===== config.mk =====
export PLATFORM = sky130hd
export DESIGN_NAME = rpn_evaluator
export DESIGN_NICKNAME = d
export VERILOG_FILES = /design/src/rtl/rpn_evaluator.sv
export SDC_FILE = /design/constraint.sdc
export NUM_CORES = 2
export LEC_CHECK = 0
export BUFFER_PORTS_ARGS = -buffer_cell sky130_fd_sc_hd__buf_4
export CAP_MARGIN = 0
export CORE_ASPECT_RATIO = 0.7
export CORE_MARGIN = 2
export CORE_UTILIZATION = 33
export CTS_CLUSTER_DIAMETER = 30
export CTS_CLUSTER_SIZE = 10
export DETAILED_ROUTE_END_ITERATION = 10
export PLACE_DENSITY = 0.47
export SYNTH_ARGS = -nofsm -noshare
export SYNTH_HDL_FRONTEND = slang
export SYNTH_SLANG_ARGS = --single-unit

===== constraint.sdc =====
create_clock -name CLK -period 11.7 [get_ports CLK]
set_clock_uncertainty 0.05 [all_clocks]
set_input_delay 2.34 -clock CLK [delete_from_list [all_inputs] [get_ports CLK]]
set_output_delay 2.34 -clock CLK [all_outputs]
set_load 0.02 [all_outputs]

===== src/rtl/rpn_evaluator.sv =====
`default_nettype none
// ==========================================================================
// rpn_evaluator : evaluates a postfix token stream on a value stack  rev 1.0
// ==========================================================================
module rpn_evaluator #(
  parameter int WIDTH = 32,
  parameter int DEPTH = 20,
  parameter int PTR_W = 5
) (
  input  logic             CLK,
  input  logic             RST,
  input  logic             in_stb,
  input  logic [WIDTH-1:0] in_data,
  input  logic             in_is_operator,
  output logic             in_ack,
  output logic             result_stb,
  output logic [WIDTH-1:0] result_data,
  output logic             result_err,
  input  logic             result_ack,
  output logic [PTR_W-1:0] stack_level
);

  localparam logic [2:0]       OP_MUL = 3'b001;
  localparam logic [2:0]       OP_ADD = 3'b010;
  localparam logic [2:0]       OP_SUB = 3'b011;
  localparam logic [2:0]       OP_EQ  = 3'b100;
  localparam logic [PTR_W-1:0] FULL   = PTR_W'(DEPTH);
  localparam logic [PTR_W-1:0] ONE    = PTR_W'(1);
  localparam logic [PTR_W-1:0] TWO    = PTR_W'(2);

  typedef enum logic [2:0] {IDLE, EXEC, RES, WAIT_R, ACK} state_t;

  state_t           state;
  logic [WIDTH-1:0] stack [DEPTH];
  logic [PTR_W-1:0] level;
  logic             err;
  logic [2:0]       op;
  logic [PTR_W-1:0] top_idx;
  logic [PTR_W-1:0] nxt_idx;
  logic [WIDTH-1:0] top_val;
  logic [WIDTH-1:0] nxt_val;
  logic [WIDTH-1:0] alu_out;
  logic             push_en;
  logic             exec_en;

  // Indices are clamped so an empty or single-entry stack never reads out of range
  always_comb begin
    top_idx = (level >= ONE) ? level - ONE : '0;
    nxt_idx = (level >= TWO) ? level - TWO : '0;
  end

  assign top_val     = stack[top_idx];
  assign nxt_val     = stack[nxt_idx];
  assign stack_level = level;

  always_comb begin
    case (op)
      OP_MUL:  alu_out = nxt_val * top_val;
      OP_ADD:  alu_out = nxt_val + top_val;
      default: alu_out = nxt_val - top_val;
    endcase
  end

  assign push_en = (state == IDLE) && in_stb && !in_is_operator && (level != FULL);
  assign exec_en = (state == EXEC) && (level >= TWO);

  // Stack storage carries no reset: the level register alone defines validity
  always_ff @(posedge CLK) begin
    if (push_en)
      stack[level] <= in_data;
    else if (exec_en)
      stack[nxt_idx] <= alu_out;
  end

  always_ff @(posedge CLK or posedge RST) begin
    if (RST) begin
      state       <= IDLE;
      in_ack      <= 1'b0;
      result_stb  <= 1'b0;
      result_data <= '0;
      result_err  <= 1'b0;
      level       <= '0;
      err         <= 1'b0;
      op          <= '0;
    end else begin
      case (state)
        IDLE: begin
          if (in_stb) begin
            if (!in_is_operator) begin
              if (level == FULL) err   <= 1'b1;
              else               level <= level + ONE;
              in_ack <= 1'b1;
              state  <= ACK;
            end else begin
              op <= in_data[2:0];
              case (in_data[2:0])
                OP_MUL, OP_ADD, OP_SUB: state <= EXEC;
                OP_EQ:                  state <= RES;
                default: begin
                  err    <= 1'b1;
                  in_ack <= 1'b1;
                  state  <= ACK;
                end
              endcase
            end
          end
        end
        EXEC: begin
          if (level >= TWO) level <= level - ONE;
          else              err   <= 1'b1;
          in_ack <= 1'b1;
          state  <= ACK;
        end
        RES: begin
          if ((level == ONE) && !err) begin
            result_data <= top_val;
            result_err  <= 1'b0;
          end else begin
            result_data <= '0;
            result_err  <= 1'b1;
          end
          result_stb <= 1'b1;
          state      <= WAIT_R;
        end
        WAIT_R: begin
          if (result_ack) begin
            result_stb <= 1'b0;
            result_err <= 1'b0;
            level      <= '0;
            err        <= 1'b0;
            in_ack     <= 1'b1;
            state      <= ACK;
          end
        end
        ACK: begin
          in_ack <= 1'b0;
          state  <= IDLE;
        end
        default: state <= IDLE;
      endcase
    end
  end

endmodule
`default_nettype wire

* Word level (Yosys, flattened, before mapping) *
Memories as Yosys holds them, arrays and structs flattened.
Cells that the tools add are included.

operators by class
  add/subtract/negate cells = 5
  multipliers = 1
  order comparisons = 2
  equality and inequality tests = 21
  muxes and demuxes = 37
  reduce and logical (&&, ||, !) cells = 20

operators by type and width
  operator                                                                number
  32-bit two-way mux                                                      2
  32-bit one-hot mux with 2 select lines                                  1
  5-bit two-way mux                                                       8
  32-bit adder                                                            1
  32-bit by 32-bit multiplier with 32-bit output                          1
  32-bit OR reduction                                                     1
  32-bit subtractor                                                       1
  1-bit two-way mux                                                       16
  3-bit by 2-bit == test with 1-bit output (second input constant)        5
  5-bit one-hot mux with 3 select lines                                   1
  3-bit one-hot mux with 4 select lines                                   1
  6-bit AND reduction                                                     2
  2-bit inequality test (second input constant)                           5
  3-bit by 1-bit == test with 1-bit output (second input constant)        3
  3-bit two-way mux                                                       3
  3-bit == test (second input constant)                                   2
  3-bit one-hot mux with 2 select lines                                   1
  5-bit by 1-bit adder with 5-bit output (second input constant)          1
  5-bit by 1-bit == test with 1-bit output (second input constant)        1
  5-bit == test (second input constant)                                   1
  5-bit by 1-bit >= comparator with 1-bit output (second input constant)  1
  5-bit by 2-bit >= comparator with 1-bit output (second input constant)  1
  1-bit logical AND                                                       5
  5-bit inequality test (second input constant)                           1
  other kinds (18)                                                        21

word-level totals
  flip-flop bits (word level) = 47
  RAM bits = 640
  bits of input ports = 37
  output and inout bits = 40
  word-level logic and storage cells = 95
  memories kept = 1

memories
  memory  words  bits a word  rd ports  clocked after memory_dff  wr ports  line  text
  stack   20     32           2         0                         1         34    logic [WIDTH-1:0] stack [DEPTH];

* Depth between registers and ports, before layout *
  word-level depth = 8
  depth in mapped cells = 53
  mapped depth without buffers = 39

* Least setup slack after synthesis *
OpenSTA, ideal clock, no wires.

  path kind = reg2reg
  start point = register level[0], in the netlist stack_level[0]
  end point = memory stack[0][29], data pin
  library setup time = 361 ps
  arrival = 11795 ps
  data required time = 11289 ps
  slack = -506 ps
  stages on the path, launching flop included = 48
  buffers on the path = 13
  period minus slack after synthesis = 12206 ps
  cells stage by stage = dfrtp_1 > buf_2 > inv_2 > buf_2 > buf_2 > buf_2 > buf_2 > buf_2 > buf_1 > ha_1 > buf_4 > xor2_4 > buf_2 > buf_2 > buf_2 > mux2i_1 > nand2_1 > a31o_2 > (+12 left out) > ha_1 > fa_1 > inv_1 > fa_1 > inv_1 > ha_1 > a21o_1 > a21o_1 > a21oi_1 > a21boi_0 > or4_1 > nor3_1 > nor2_1 > a211oi_1 > o21ai_0 > xor2_1 > a21oi_1 > o21ai_0

between the ends
  longest elaborated chain between the ends = 7
  elaborated cells between the ends (all ways) = 19
  classes of those cells = add/sub: 4; mul: 1; order compare: 2; eq/ne: 1; mux: 7; reduce/logical: 3; memory: 1

ends and longest elaborated chain
  item                                                                        line  text
  start: declaration                                                          35    logic [PTR_W-1:0] level;
  start signal: assignment                                                    91    else level <= level + ONE;
  start signal: assignment                                                    109   if (level >= TWO) level <= level - ONE;
  parallel branches: the longest is 6 deep, another holds memory 20 x 32 bit  -
  32-bit two-way mux (no line) *                                              -
  end: declaration                                                            34

Every way passes the cells marked *.

* Worst setup path in the final report *
  start point = register level[3], in the netlist stack_level[3]
  end point = memory stack[3][31], data pin

Same word-level chain as after synthesis.

==> results.py <==
metrics = {
    "yosys": {
        "syn_area_sq_um": 52500,
        "synth_ff_type": "edfxtp_1",
        "avgSynthCellArea_sq_um": 10.3,
        "yosys_register_bits": 687,
        "synthesis.nets": 5724,
        "synth-seq-area-share": 0.388,
        "ys_types": 108,
        "synth-edff-count": 640,
        "synth_warnings": 0,
        "synth_cells": 5116,
        "synthArstFlopShare": 0.0684,
    },
    "sta": {
        "fin_setup_tns_ps": 0,
        "hold-worst-slack_ps": 425,
        "fmax_mhz": 87.5,
        "setup_viol": 0,
        "finalMaxSlewViolations": 0,
        "max_slew_margin": 0.192,
        "rsz0062_at_grt": "false",
        "period_share": 0.977,
        "worst_pin_slew_ps": 1210,
        "period_needed_ps": 11430,
        "hold_viol_final": 0,
    },
    "global_routing": {
        "antenna_found_initial": 16,
        "grt_overflow": 0,
        "grtUsageTotal": 0.310,
        "grt_pass1_vias": 43500,
        "grt_max_degree": 96,
        "grt_pass1_wl_um": 351000,
    },
    "floorplanning": {
        "dieHeight_um": 338,
        "io_pins": 77,
        "start_util": 0.332,
        "die_w_um": 481,
        "fp.dieArea_sq_um": 162000,
        "placementRows": 122,
        "coreArea_sq_um": 158000,
    },
    "critical_path": {
        "slowest_stage": "nor2_2",
        "cp-start-kind": "register",
        "crit_start": "stack_level[3]",
        "worstPathRequired_ps": 12140,
        "rr_startpoint": "stack_level[3]",
        "cpMostUsedCell": "fa_1",
        "critPathArrivalTime_ps": 11880,
        "end_kind": "register",
        "cpPeakStageDelay_ps": 760,
        "cp_max_fo": 20,
        "crit_type": "reg2reg",
    },
    "placed_design": {
        "place_congestion": 0.961,
        "portBuffers": 76,
        "place_inst": 7335,
        "hpwl_um": 182000,
    },
    "flow_run": {
        "drv_cap": 0,
    },
    "drt": {
        "drt-initial-drc-count": 7115,
        "detail_route.vias_per_cell": 5.92,
        "vias": 45200,
        "dr.pass1.iters": 8,
        "wl_um": 255000,
        "wl_per_cell_um": 33.4,
        "final_antenna_net_count": 0,
        "drc": 0,
    },
    "finish": {
        "fin_cells": 7642,
        "syn2layout_area_growth_pct": 20.9,
        "drive_above_1_share": 0.173,
        "final_cell_mix": "edfxtp_1 (640), nand2_1 (638), inv_1 (471)",
        "final_common_cell": "edfxtp_1",
        "final_nets": 6016,
    },
    "cts": {
        "cts_buffers": 149,
        "cts_root_buf": "clkbuf_16",
        "h-tree-depth": 4,
        "clock_sinks": 687,
        "cts.clk_slew.worst_paths_ps": 50,
        "insertion_delay_ps": 780,
        "max-clock-path-buffers": 3,
        "tritoncts": "done",
    },
    "run_status": {
        "status": "complete, no violations",
    },
    "min_path": {
        "hold_class": "reg2reg",
        "min_from": "result_stb",
    },
}
-- path summary, 6_finish.rpt --
kind                              endpoint  slack (ps)  cells after the start
max reg2reg                   stack[3][31]         270                     39
min                             result_stb         420                      2
max                           stack[3][31]         270                     39
max in group asynchronous   stack_level[0]        9320                      3
min reg2reg                     result_stb         420                      2
min in group asynchronous  result_data[17]        1730                      3
-- Yosys cell counts, types with 12 or more instances --
library cell | number | area share
o31ai_1 | 15 | 0.0021
ha_1 | 162 | 0.039
o211ai_1 | 23 | 0.0033
nand2_1 | 641 | 0.046
xnor2_1 | 104 | 0.017
xor2_1 | 25 | 0.0042
a21o_1 | 39 | 0.0056
or3_1 | 16 | 0.0019
mux4_2 | 21 | 0.0090
edfxtp_1 | 640 | 0.37
clkbuf_1 | 138 | 0.0099
a22o_1 | 12 | 0.0020
a211oi_1 | 66 | 0.0094
buf_2 | 126 | 0.012
a22oi_1 | 17 | 0.0024
buf_1 | 39 | 0.0028
mux2i_1 | 212 | 0.040
inv_1 | 474 | 0.034
and2_1 | 33 | 0.0039
mux2_2 | 35 | 0.0075
o21ai_0 | 217 | 0.021
dfrtp_1 | 47 | 0.022
and3_1 | 26 | 0.0031
a211o_1 | 15 | 0.0025
nor2b_1 | 54 | 0.0064
nor2_1 | 484 | 0.035
nor3_1 | 42 | 0.0040
o21ai_1 | 14 | 0.0013
nand4_1 | 13 | 0.0015
nand2b_1 | 49 | 0.0058
o22ai_1 | 74 | 0.0088
a221oi_1 | 71 | 0.012
a311oi_1 | 27 | 0.0045
o21a_1 | 18 | 0.0026
or2_2 | 50 | 0.0060
a21oi_1 | 227 | 0.022
fa_1 | 409 | 0.16
o221ai_1 | 25 | 0.0042
buf_4 | 34 | 0.0049
a31oi_1 | 65 | 0.0077
o22a_1 | 12 | 0.0020
nand3_1 | 85 | 0.0081
-- critical path, delay by kind of cell (launching register included) --
family	cells	cell delay (ps)
buffers and inverters	10	1730
xor gates and xnor gates	1	140
DFF	1	530
adders and majority gates	8	3720
AOI/OAI and AO/OA	13	2780
and+or+nand+nor	7	2170
-- logic make-up after synthesis --
| kind of cell | count (synthesis) | share of synthesized area |
|---|---|---|
| AO/OA/AOI/OAI | 1091 | 0.142 |
| buffers and inverters | 824 | 0.0653 |
| flip-flops | 687 | 0.388 |
| adder cells (fa/ha/maj) | 571 | 0.194 |
| AND/OR/NAND/NOR | 1536 | 0.128 |
| multiplexers | 269 | 0.0572 |
| XOR/XNOR | 138 | 0.0253 |
-- registers in the layout (all words and copies together), names as in the netlist, 3 cells and up --
signal and flops:
result_data 32, stack 640, stack_level 5, state 3, op 3
-- metal layers --
metal	vias to the layer above	track usage	share of wire
li1	18600	-	-
met1	22900	0.471	0.45
met2	3300	0.401	0.37
met3	383	0.125	0.16
met4	6	0.0668	0.022
met5	-	0	0.00016
-- per-stage QoR --
step | setup WS [ps] | instance area (sq um) | util
2_1_floorplan | 14.9 | 52500 | -
3_3_place_gp | -101 | 58100 | 0.367
3_5_place_dp | -109 | 58100 | 0.367
4_1_cts | 2.40 | 63100 | 0.399
5_1_grt | 3.34 | 63500 | 0.402
6_report | 265 | 63500 | 0.402
-- cell type report --
class,instances,area [sq um]
antenna,1,2.50
timing repair buffer,485,4480
fill,15500,94600
tap,2108,2640
inverter,480,1810
multi-input combinational,3605,29200
clock inverter,105,1090
clock buffer,171,3850
sequential,687,20400
-- what timing repair did --
action | CTS | global route
pin swaps | 2 | 4
hold buffers | 0 | 0
gates cloned | 0 | 2
gates resized for setup | 2 | 29
setup endpoints to repair | 20 | 43
buffers inserted | 5 | 23
Power is not shown: default switching activity piles up to over one toggle a cycle in this logic, so the estimate is an artifact.
